File: src/rtl/alu_dispatch_fsm.sv
// Request dispatcher that issues one ALU operation to one of four functional units
// and returns that unit's result, or a timeout error if the unit never reports done.
module alu_dispatch_fsm #(
  parameter int WIDTH   = 8,
  parameter int TIMEOUT = 15
) (
  input  logic               clk,
  input  logic               rst,
  input  logic               req_valid,
  output logic               req_ready,
  input  logic [1:0]         op,
  input  logic [WIDTH-1:0]   a,
  input  logic [WIDTH-1:0]   b,
  output logic [WIDTH-1:0]   opnd_a,
  output logic [WIDTH-1:0]   opnd_b,
  output logic               demux_i,
  output logic [1:0]         demux_s,
  input  logic [3:0]         unit_done,
  input  logic [4*WIDTH-1:0] unit_result,
  output logic               resp_valid,
  input  logic               resp_ready,
  output logic [WIDTH-1:0]   resp_data,
  output logic               resp_err,
  output logic [7:0]         err_cnt
);

  typedef enum logic [1:0] {IDLE, ISSUE, WAIT, RESP} state_t;

  localparam logic [3:0] WAIT_LAST = 4'(TIMEOUT - 1);

  state_t                  state, state_n;
  logic [1:0]              op_r;
  logic [3:0]              wait_cnt;
  logic [3:0][WIDTH-1:0]   res_arr;
  logic                    sel_done;
  logic                    cap_req, load_done, load_to;

  assign res_arr  = unit_result;
  assign sel_done = unit_done[op_r];

  assign req_ready  = (state == IDLE);
  assign demux_i    = (state == ISSUE);
  assign demux_s    = op_r;
  assign resp_valid = (state == RESP);

  always_comb begin
    state_n   = state;
    cap_req   = 1'b0;
    load_done = 1'b0;
    load_to   = 1'b0;
    case (state)
      IDLE: if (req_valid) begin
        state_n = ISSUE;
        cap_req = 1'b1;
      end
      ISSUE: state_n = WAIT;
      // A done arriving in the final wait cycle takes priority over the timeout.
      WAIT: if (sel_done) begin
        state_n   = RESP;
        load_done = 1'b1;
      end else if (wait_cnt == WAIT_LAST) begin
        state_n = RESP;
        load_to = 1'b1;
      end
      RESP: if (resp_ready) state_n = IDLE;
      default: state_n = IDLE;
    endcase
  end

  always_ff @(posedge clk or posedge rst) begin
    if (rst) state <= IDLE;
    else     state <= state_n;
  end

  always_ff @(posedge clk or posedge rst) begin
    if (rst) begin
      op_r      <= '0;
      opnd_a    <= '0;
      opnd_b    <= '0;
      wait_cnt  <= '0;
      resp_data <= '0;
      resp_err  <= 1'b0;
      err_cnt   <= '0;
    end else begin
      if (cap_req) begin
        op_r   <= op;
        opnd_a <= a;
        opnd_b <= b;
      end
      if (state == ISSUE)      wait_cnt <= '0;
      else if (state == WAIT)  wait_cnt <= wait_cnt + 4'd1;
      if (load_done) begin
        resp_data <= res_arr[op_r];
        resp_err  <= 1'b0;
      end
      if (load_to) begin
        resp_data <= '0;
        resp_err  <= 1'b1;
        if (err_cnt != 8'hFF) err_cnt <= err_cnt + 8'd1;
      end
    end
  end

endmodule

File: config.mk
export PLATFORM = sky130hd
export DESIGN_NAME = alu_dispatch_fsm
export DESIGN_NICKNAME = d
export VERILOG_FILES = /design/src/rtl/alu_dispatch_fsm.sv
export SDC_FILE = /design/constraint.sdc
export NUM_CORES = 1
export LEC_CHECK = 0
export BUFFER_PORTS_ARGS = -buffer_cell sky130_fd_sc_hd__buf_4
export CAP_MARGIN = 25
export CORE_UTILIZATION = 46
export CTS_CLUSTER_DIAMETER = 150
export DETAILED_ROUTE_END_ITERATION = 10
export PLACE_DENSITY_LB_ADDON = 0.1
export SLEW_MARGIN = 20
export SYNTH_ARGS = -nofsm -noshare
export SYNTH_HDL_FRONTEND = slang
export SYNTH_SLANG_ARGS = --single-unit
File: constraint.sdc
create_clock -name clk -period 1.99 [get_ports clk]
set_input_delay 0 -clock clk [delete_from_list [all_inputs] [get_ports clk]]
set_output_delay 0 -clock clk [all_outputs]
set_load 0.1 [all_outputs]
==> impl_metrics.env, run 1 <==
export IMPL_portBuffers=95
export IMPL_syn_num_nets=224
export IMPL_status="completed"
export IMPL_cts_hold_buf=19
export IMPL_die_h_microns=68.8
export IMPL_critPathTopFamily="flip-flops"
export IMPL_reg2reg_to="err_cnt[1]"
export IMPL_final_hold_violation_count=0
export IMPL_worstHoldEndpoint="state[0]"
export IMPL_cp_start_kind="flop"
export IMPL_drv_slew=0
export IMPL_vias=1667
export IMPL_cp_arrival_ns=2.00
export IMPL_drt_iter0_drc=80
export IMPL_cts_num_sinks=41
export IMPL_wl_per_cell_microns=14.6
export IMPL_grtUsageMet2_pct=35.2
export IMPL_io_pins=96
export IMPL_slowest_delay_ns=0.41
export IMPL_met1_usage_pct=25.4
export IMPL_timing_final_ws_setup_ns=0.173
export IMPL_dieWidth_microns=68.8
export IMPL_worstMarginPinSlew_ns=0.508
export IMPL_critPathSlowestCell="dfrtp_1"
export IMPL_placeableCoreArea_sq_mm=0.00414
export IMPL_r2r_slack_ns=0.17
export IMPL_syn2layout_area_growth_pct=54.2
export IMPL_ys_async_sr_fraction_pct=100
export IMPL_ys_ff_latch=41
export IMPL_antenna_found_initial=0
export IMPL_min_path_cells=3
export IMPL_postSynthCellCount=158
export IMPL_finClkSkew_ns=0.00709
export IMPL_r2r_start="state[0]"
export IMPL_initial_utilization_pct=49.5
export IMPL_clockRootBuffer="clkbuf_8"
export IMPL_grt_setup_unrepaired="no"
export IMPL_grt_pass1_vias=1584
export IMPL_post_cts_buffers=0
export IMPL_dpl_cell_area_sq_mm=0.00287
export IMPL_hp_class="in2reg"
export IMPL_setup_violations=0
export IMPL_crit_buf_inv=1
export IMPL_htree_levels=2
export IMPL_synth_area_per_cell_sq_um=13.0
export IMPL_cap_viol_max_count=0
export IMPL_cp_required_ns=2.17
export IMPL_clk_transition_reported_paths_ns=0.08
export IMPL_dp_slack_ns=0.169
export IMPL_busiest_layer="met2"
export IMPL_nets=344
export IMPL_synth_seq_area_share_pct=50.0
export IMPL_grt_pass1_wl_microns=7130
export IMPL_layout_min_cycle_time_ns=1.82
export IMPL_ys_warn_count=0
export IMPL_cts_tree="done"
export IMPL_slew_headroom_pct=66.1
export IMPL_gp_congestion=0.831
export IMPL_period_share_pct=91.3
export IMPL_grt_util_all_layers_pct=20.9
export IMPL_path_max_fanout=5
export IMPL_synthFlopType="dfrtp_1"
export IMPL_diodes=0
export IMPL_max_clock_path_buffers=2
export IMPL_ant_nets=0
export IMPL_synth_top_area_share_pct=50.0
export IMPL_synth_edf_count=0
export IMPL_firstDrtPassIters=6
export IMPL_clk_latency_ns=0.29
export IMPL_min_from="req_valid"
export IMPL_cts_resized_gates=0
export IMPL_fp_row_count=23
export IMPL_die_area_sq_mm=0.00473
export IMPL_via_per_inst=5.07
export IMPL_synth_area_leader_cell="dfrtp_1"
export IMPL_r2r_cells=5
export IMPL_cp_end_kind="flop"
export IMPL_drt_wl_total_microns=4800
export IMPL_grt_ovfl_total=0
export IMPL_grtUsageMet3_pct=6.74
export IMPL_drc=0
export IMPL_synth_area_top_cells="dfrtp_1 50%, mux2_2 12%, mux4_1 10%"
export IMPL_critical_path_class="reg2reg"
export IMPL_ys_types=32
export IMPL_design_area_sq_mm=0.00317
export IMPL_cts_made_buffers=5
export IMPL_timing_fmax_mhz=550
export IMPL_grt_max_degree=42
export IMPL_drive_gt1_share_pct=50.5
export IMPL_dp_hpwl_microns=3420
export IMPL_netlist_area_sq_mm=0.00205
export IMPL_crit_path_cell_trace="inv_1, ha_1, nand4_1, a211oi_4, mux2_2"
## layout by cell type (no fill, tap or decap), drive strengths merged, types with 2 or more instances in the layout
cell	instances
and3	2
clkinv	2
dfrtp	41
and4	2
buf	101
nand4	2
nand2	23
xnor2	4
xor2	3
clkbuf	6
dlygate4sd3	19
nor2	4
mux2	21
o21ai	11
inv	7
mux4	9
ha	8
nand3	3
## metal layers
layer	vias up	routed length, microns
met5	-	0
met2	74	2370
met4	0	76
met3	6	413
met1	785	1940
li1	802	-
## synth_stat cells (all sizes together) (3+ instances only)
library cell,count
dfrtp,41
nand2,23
mux2,21
o21ai,11
mux4,9
ha,8
inv,8
clkbuf,5
nor2,4
xnor2,4
nand3,3
xor2,3
## per-stage QoR
stage / hold WS [ns] / cells / TNS (ns) / util, %
6_report: 0.0927 / 329 / 0 / 76.4
5_1_grt: 0.102 / 329 / 0 / 76.4
4_1_cts: 0.0915 / 329 / 0 / 76.4
3_5_place_dp: 0.159 / 302 / 0 / 69.2
3_3_place_gp: 0.158 / 302 / 0 / 69.2
2_1_floorplan: 0.151 / 158 / -0.871 / -
## registers in the layout, summed over array words and instances (netlist names)
signal     flops
demux_s        2
resp_err       1
state          2
err_cnt        8
opnd_b         8
resp_data      8
wait_cnt       4
opnd_a         8
## worst max path at each step
stage,cells after the start,to,start
finish,5,err_cnt[1],state[0]
global route,6,err_cnt[5],state[0]
CTS,5,err_cnt[1],state[0]
detailed placement,5,err_cnt[1],state[0]
global placement,5,err_cnt[1],state[0]
floorplan,4,err_cnt[1],demux_s[0]
## cell families (layout without fill, tap and decap cells)
group | Yosys count | in the layout | share of synthesized area, %
adders and majority gates | 8 | 8 | 4.88
and+or+nand+nor | 39 | 39 | 8.77
DFF | 41 | 41 | 50.0
AOI/OAI and AO/OA | 17 | 17 | 6.46
muxes | 31 | 31 | 23.3
xor gates and xnor gates | 7 | 7 | 3.35
buffers and inverters | 15 | 136 | 3.23
## tightest hold or removal path, cell delays in order
cell and delay (ns):
buf_4 0.09, o221ai_2 0.11, mux2i_1 0.13
## area by class of cell
| cell class | instances | area, sq um |
|---|---|---|
| clock buffers | 6 | 72.6 |
| fillers | 281 | 977 |
| flip-flops and latches | 41 | 1030 |
| clock inverters | 2 | 35.0 |
| well taps | 50 | 62.6 |
| multi-input cells | 102 | 985 |
| inverters | 8 | 30.0 |
| repair buffers | 120 | 948 |
Power of run 1 is not shown: default switching activity piles up to over one toggle a cycle in this logic, so the estimate is an artifact.
==> run 2: changes to the inputs <==
--- a/config.mk
+++ b/config.mk
@@ -11,6 +11,7 @@
 export CTS_CLUSTER_DIAMETER = 150
 export DETAILED_ROUTE_END_ITERATION = 10
 export PLACE_DENSITY_LB_ADDON = 0.1
+export SETUP_SLACK_MARGIN = 0.3
 export SLEW_MARGIN = 20
 export SYNTH_ARGS = -nofsm -noshare
 export SYNTH_HDL_FRONTEND = slang
==> impl_metrics.env, run 2 (same netlist as run 1, synthesis figures left out) <==
export IMPL_grt_pass1_vias=1688
export IMPL_clk_latency_ns=0.29
export IMPL_drv_slew=0
export IMPL_portBuffers=95
export IMPL_path_max_fanout=3
export IMPL_layout_min_cycle_time_ns=1.76
export IMPL_fill_cells=255
export IMPL_multi_input_area_sq_mm=0.00104
export IMPL_die_h_microns=68.8
export IMPL_firstDrtPassIters=4
export IMPL_seqCellArea_sq_mm=0.00103
export IMPL_max_clock_path_buffers=2
export IMPL_nets=354
export IMPL_status="completed"
export IMPL_setup_tns_ns=0
export IMPL_ant_nets=0
export IMPL_slew_headroom_pct=42.4
export IMPL_grtUsageMet2_pct=38.8
export IMPL_dp_hpwl_microns=3720
export IMPL_grtUsageMet3_pct=7.73
export IMPL_die_area_sq_mm=0.00473
export IMPL_hp_class="in2reg"
export IMPL_drt_wl_total_microns=5330
export IMPL_grt_max_degree=23
export IMPL_cp_required_ns=2.17
export IMPL_initial_utilization_pct=49.5
export IMPL_dieWidth_microns=68.8
export IMPL_met1_usage_pct=26.4
export IMPL_cp_end_kind="flop"
export IMPL_final_common_cell="buf_4"
export IMPL_period_share_pct=88.5
export IMPL_worstMarginPinSlew_ns=0.863
export IMPL_placeableCoreArea_sq_mm=0.00414
export IMPL_final_hold_violation_count=0
export IMPL_critical_path_class="reg2reg"
export IMPL_grt_util_all_layers_pct=22.9
export IMPL_fp_row_count=23
export IMPL_mostFrequentLayoutCells="110 x buf_4, 37 x dfrtp_1, 22 x nand2_1"
export IMPL_final_core_util_pct=79.6
export IMPL_clockRootBuffer="clkbuf_8"
export IMPL_io_pins=96
export IMPL_drive_gt1_share_pct=55.0
export IMPL_syn2layout_area_growth_pct=60.7
export IMPL_drt_iter0_drc=62
export IMPL_cts_made_buffers=5
export IMPL_via_per_inst=5.11
export IMPL_gp_congestion=0.769
export IMPL_finClkSkew_ns=0.00793
export IMPL_busiest_layer="met2"
export IMPL_grt_pass1_wl_microns=7720
export IMPL_wl_per_cell_microns=15.7
export IMPL_cap_viol_max_count=0
export IMPL_grt_ovfl_total=0
export IMPL_clk_transition_reported_paths_ns=0.08
export IMPL_antenna_found_initial=0
export IMPL_diodes=0
export IMPL_setup_violations=0
export IMPL_timing_fmax_mhz=568
export IMPL_timing_final_ws_setup_ns=0.228
export IMPL_grt_setup_unrepaired="yes"
export IMPL_vias=1731
export IMPL_drc=0
export IMPL_htree_levels=2
export IMPL_cp_arrival_ns=1.94
export IMPL_dp_slack_ns=0.148
export IMPL_cts_num_sinks=41
export IMPL_cts_tree="done"
export IMPL_cp_start_kind="flop"
## run 2: cell types whose count changed in the layout (fill, tap and decap cells not counted), sizes merged
cell    previous run  this run
buf              101       111
clkinv             2         1
inv                7         8
## run 2: worst paths after layout
path / slack, ns / endpoint / cells after the start / from
setup / recovery: 0.23 / err_cnt[5] / 5 / demux_s[0]
setup reg to reg: 0.23 / err_cnt[5] / 5 / demux_s[0]
hold / removal: 0.12 / state[0] / 3 / req_valid
hold reg to reg: 0.50 / err_cnt[6] / 1 / err_cnt[6]
max in group asynchronous: 0.83 / wait_cnt[0] / 4 / rst
min in group asynchronous: 0.47 / opnd_b[3] / 3 / rst
## run 2: cell type report
| cell class | instances | share of cell area, % |
|---|---|---|
| Multi-Input combinational cell | 102 | 31.5 |
| Sequential cell | 41 | 31.3 |
| Timing Repair Buffer | 130 | 31.1 |
| Clock buffer | 6 | 2.20 |
| Tap cell | 50 | 1.90 |
| Clock inverter | 2 | 1.06 |
| Inverter | 8 | 0.910 |
## run 2: repair_timing
item / CTS / global route
hold buffers: 19 / 0
pin swaps: 5 / 9
endpoints found under the hold margin: 37 / 0
gates cloned: 0 / 0
buffers inserted: 6 / 4
setup endpoints to repair: 6 / 9
resized for setup: 4 / 7
## run 2: worst max-delay path: stages (launching register included)
cell and delay [ns]:
dfrtp_4 0.41, mux4_2 0.56, buf_6 0.15, a2111oi_4 0.25, nand3_1 0.14, xnor2_1 0.14
## run 2: routing by layer
layer / wire, microns / up-vias
met2: 2800 / 69
met1: 2090 / 834
li1: - / 822
met3: 356 / 6
met5: 0 / -
met4: 80 / 0
## run 2: per-stage QoR
| stage | instance area, sq um | hold slack [ns] | cells |
|---|---|---|---|
| 3_3_place_gp | 2880 | 0.229 | 302 |
| 5_1_grt | 3300 | 0.135 | 339 |
| 6_report | 3300 | 0.125 | 339 |
| 2_1_floorplan | 2110 | 0.151 | 158 |
| 4_1_cts | 3230 | 0.125 | 335 |
| 3_5_place_dp | 2880 | 0.231 | 302 |
Power of run 2 is left out for the same reason.
==> run 3: changes to the inputs <==
--- a/config.mk
+++ b/config.mk
@@ -11,7 +11,7 @@
 export CTS_CLUSTER_DIAMETER = 150
 export DETAILED_ROUTE_END_ITERATION = 10
 export PLACE_DENSITY_LB_ADDON = 0.1
-export SETUP_SLACK_MARGIN = 0.3
+export SETUP_SLACK_MARGIN = 0.1
 export SLEW_MARGIN = 20
 export SYNTH_ARGS = -nofsm -noshare
 export SYNTH_HDL_FRONTEND = slang
==> impl_metrics.env, run 3 (same netlist as run 1, synthesis figures left out) <==
export IMPL_dieWidth_microns=68.8
export IMPL_ant_nets=0
export IMPL_grt_ovfl_total=0
export IMPL_post_cts_buffers=0
export IMPL_via_per_inst=5.06
export IMPL_die_h_microns=68.8
export IMPL_hp_class="in2reg"
export IMPL_drt_wl_total_microns=4930
export IMPL_diodes=0
export IMPL_mostFrequentLayoutCells="102 x buf_4, 37 x dfrtp_1, 23 x nand2_1"
export IMPL_grt_util_all_layers_pct=22.1
export IMPL_period_share_pct=91.9
export IMPL_cp_arrival_ns=2.00
export IMPL_clk_transition_reported_paths_ns=0.08
export IMPL_r2r_slack_ns=0.16
export IMPL_drt_iter0_drc=36
export IMPL_io_pins=96
export IMPL_htree_levels=2
export IMPL_syn2layout_area_growth_pct=53.9
export IMPL_layout_min_cycle_time_ns=1.83
export IMPL_fp_row_count=23
export IMPL_grt_setup_unrepaired="no"
export IMPL_timing_final_ws_setup_ns=0.161
export IMPL_gp_congestion=0.763
export IMPL_clockRootBuffer="clkbuf_8"
export IMPL_die_area_sq_mm=0.00473
export IMPL_nets=345
export IMPL_cp_start_kind="flop"
export IMPL_cap_viol_max_count=0
export IMPL_dp_hpwl_microns=3650
export IMPL_initial_utilization_pct=49.5
export IMPL_vias=1671
export IMPL_cts_num_sinks=41
export IMPL_portBuffers=95
export IMPL_wl_per_cell_microns=14.9
export IMPL_status="completed"
export IMPL_clk_latency_ns=0.28
export IMPL_cts_tree="done"
export IMPL_max_clock_path_buffers=2
export IMPL_grt_pass1_wl_microns=7450
export IMPL_cp_required_ns=2.16
export IMPL_path_max_fanout=5
export IMPL_firstDrtPassIters=4
export IMPL_finClkSkew_ns=0.00342
export IMPL_final_core_util_pct=76.2
export IMPL_critical_path_class="reg2reg"
export IMPL_cts_made_buffers=5
export IMPL_slew_headroom_pct=67.8
export IMPL_drv_slew=0
export IMPL_final_hold_violation_count=0
export IMPL_antenna_found_initial=0
export IMPL_fill_cells=295
export IMPL_placeableCoreArea_sq_mm=0.00414
export IMPL_drc=0
export IMPL_cp_end_kind="flop"
export IMPL_grt_pass1_vias=1705
export IMPL_drive_gt1_share_pct=51.8
export IMPL_grt_max_degree=29
export IMPL_dp_slack_ns=0.172
export IMPL_timing_fmax_mhz=547
export IMPL_worstMarginPinSlew_ns=0.479
export IMPL_setup_violations=0
export IMPL_final_common_cell="buf_4"
[run 3: per-layer routing]
layer  up-vias  part of all wire (%)  track usage [%]
li1        800                     -                -
met1       800                    39             25.1
met2        67                    54             40.2
met3         4                   6.4             6.25
met4         0                  0.61             6.12
met5         -                     0                0
[run 3: final cells by class]
| cell class | instances | area, sq um | share of cell area, % |
|---|---|---|---|
| Clock inverter | 3 | 17.5 | 0.554 |
| Timing Repair Buffer | 121 | 956 | 30.3 |
| Tap cell | 50 | 62.6 | 1.98 |
| Sequential cell | 41 | 1030 | 32.7 |
| Multi-Input combinational cell | 102 | 991 | 31.4 |
| Clock buffer | 5 | 68.8 | 2.18 |
| Inverter | 8 | 30.0 | 0.950 |
[run 3: through the flow]
stage          hold WS, ns  std cells  cell area [sq um]  TNS (ns)
6_report             0.128        330               3160         0
3_3_place_gp       -0.0117        303               2880         0
3_5_place_dp      -0.00669        303               2880         0
2_1_floorplan        0.151        158               2110    -0.888
4_1_cts              0.116        330               3160         0
5_1_grt              0.131        330               3160         0
[run 3: what timing repair did]
| action | in CTS | in global routing |
|---|---|---|
| setup endpoints to repair | 0 | 3 |
| gates resized for setup | 0 | 0 |
| hold endpoints to repair | 31 | 0 |
| hold buffers | 19 | 0 |
[run 3: critical path, stage by stage, from the launching register on]
cell      delay [ns]
dfrtp_4         0.42
mux4_2          0.59
a211oi_4        0.34
mux2_2          0.37
[run 3: final timing paths]
check,startpoint,endpoint,cells past startpoint
worst min-delay path,req_valid,state[0],3
max in group asynchronous,rst,demux_s[0],4
worst min register to register,err_cnt[7],err_cnt[7],1
worst max register to register,demux_s[0],err_cnt[1],3
worst max-delay path,demux_s[0],err_cnt[1],3
min in group asynchronous,rst,state[1],3
Power of run 3 is left out for the same reason.
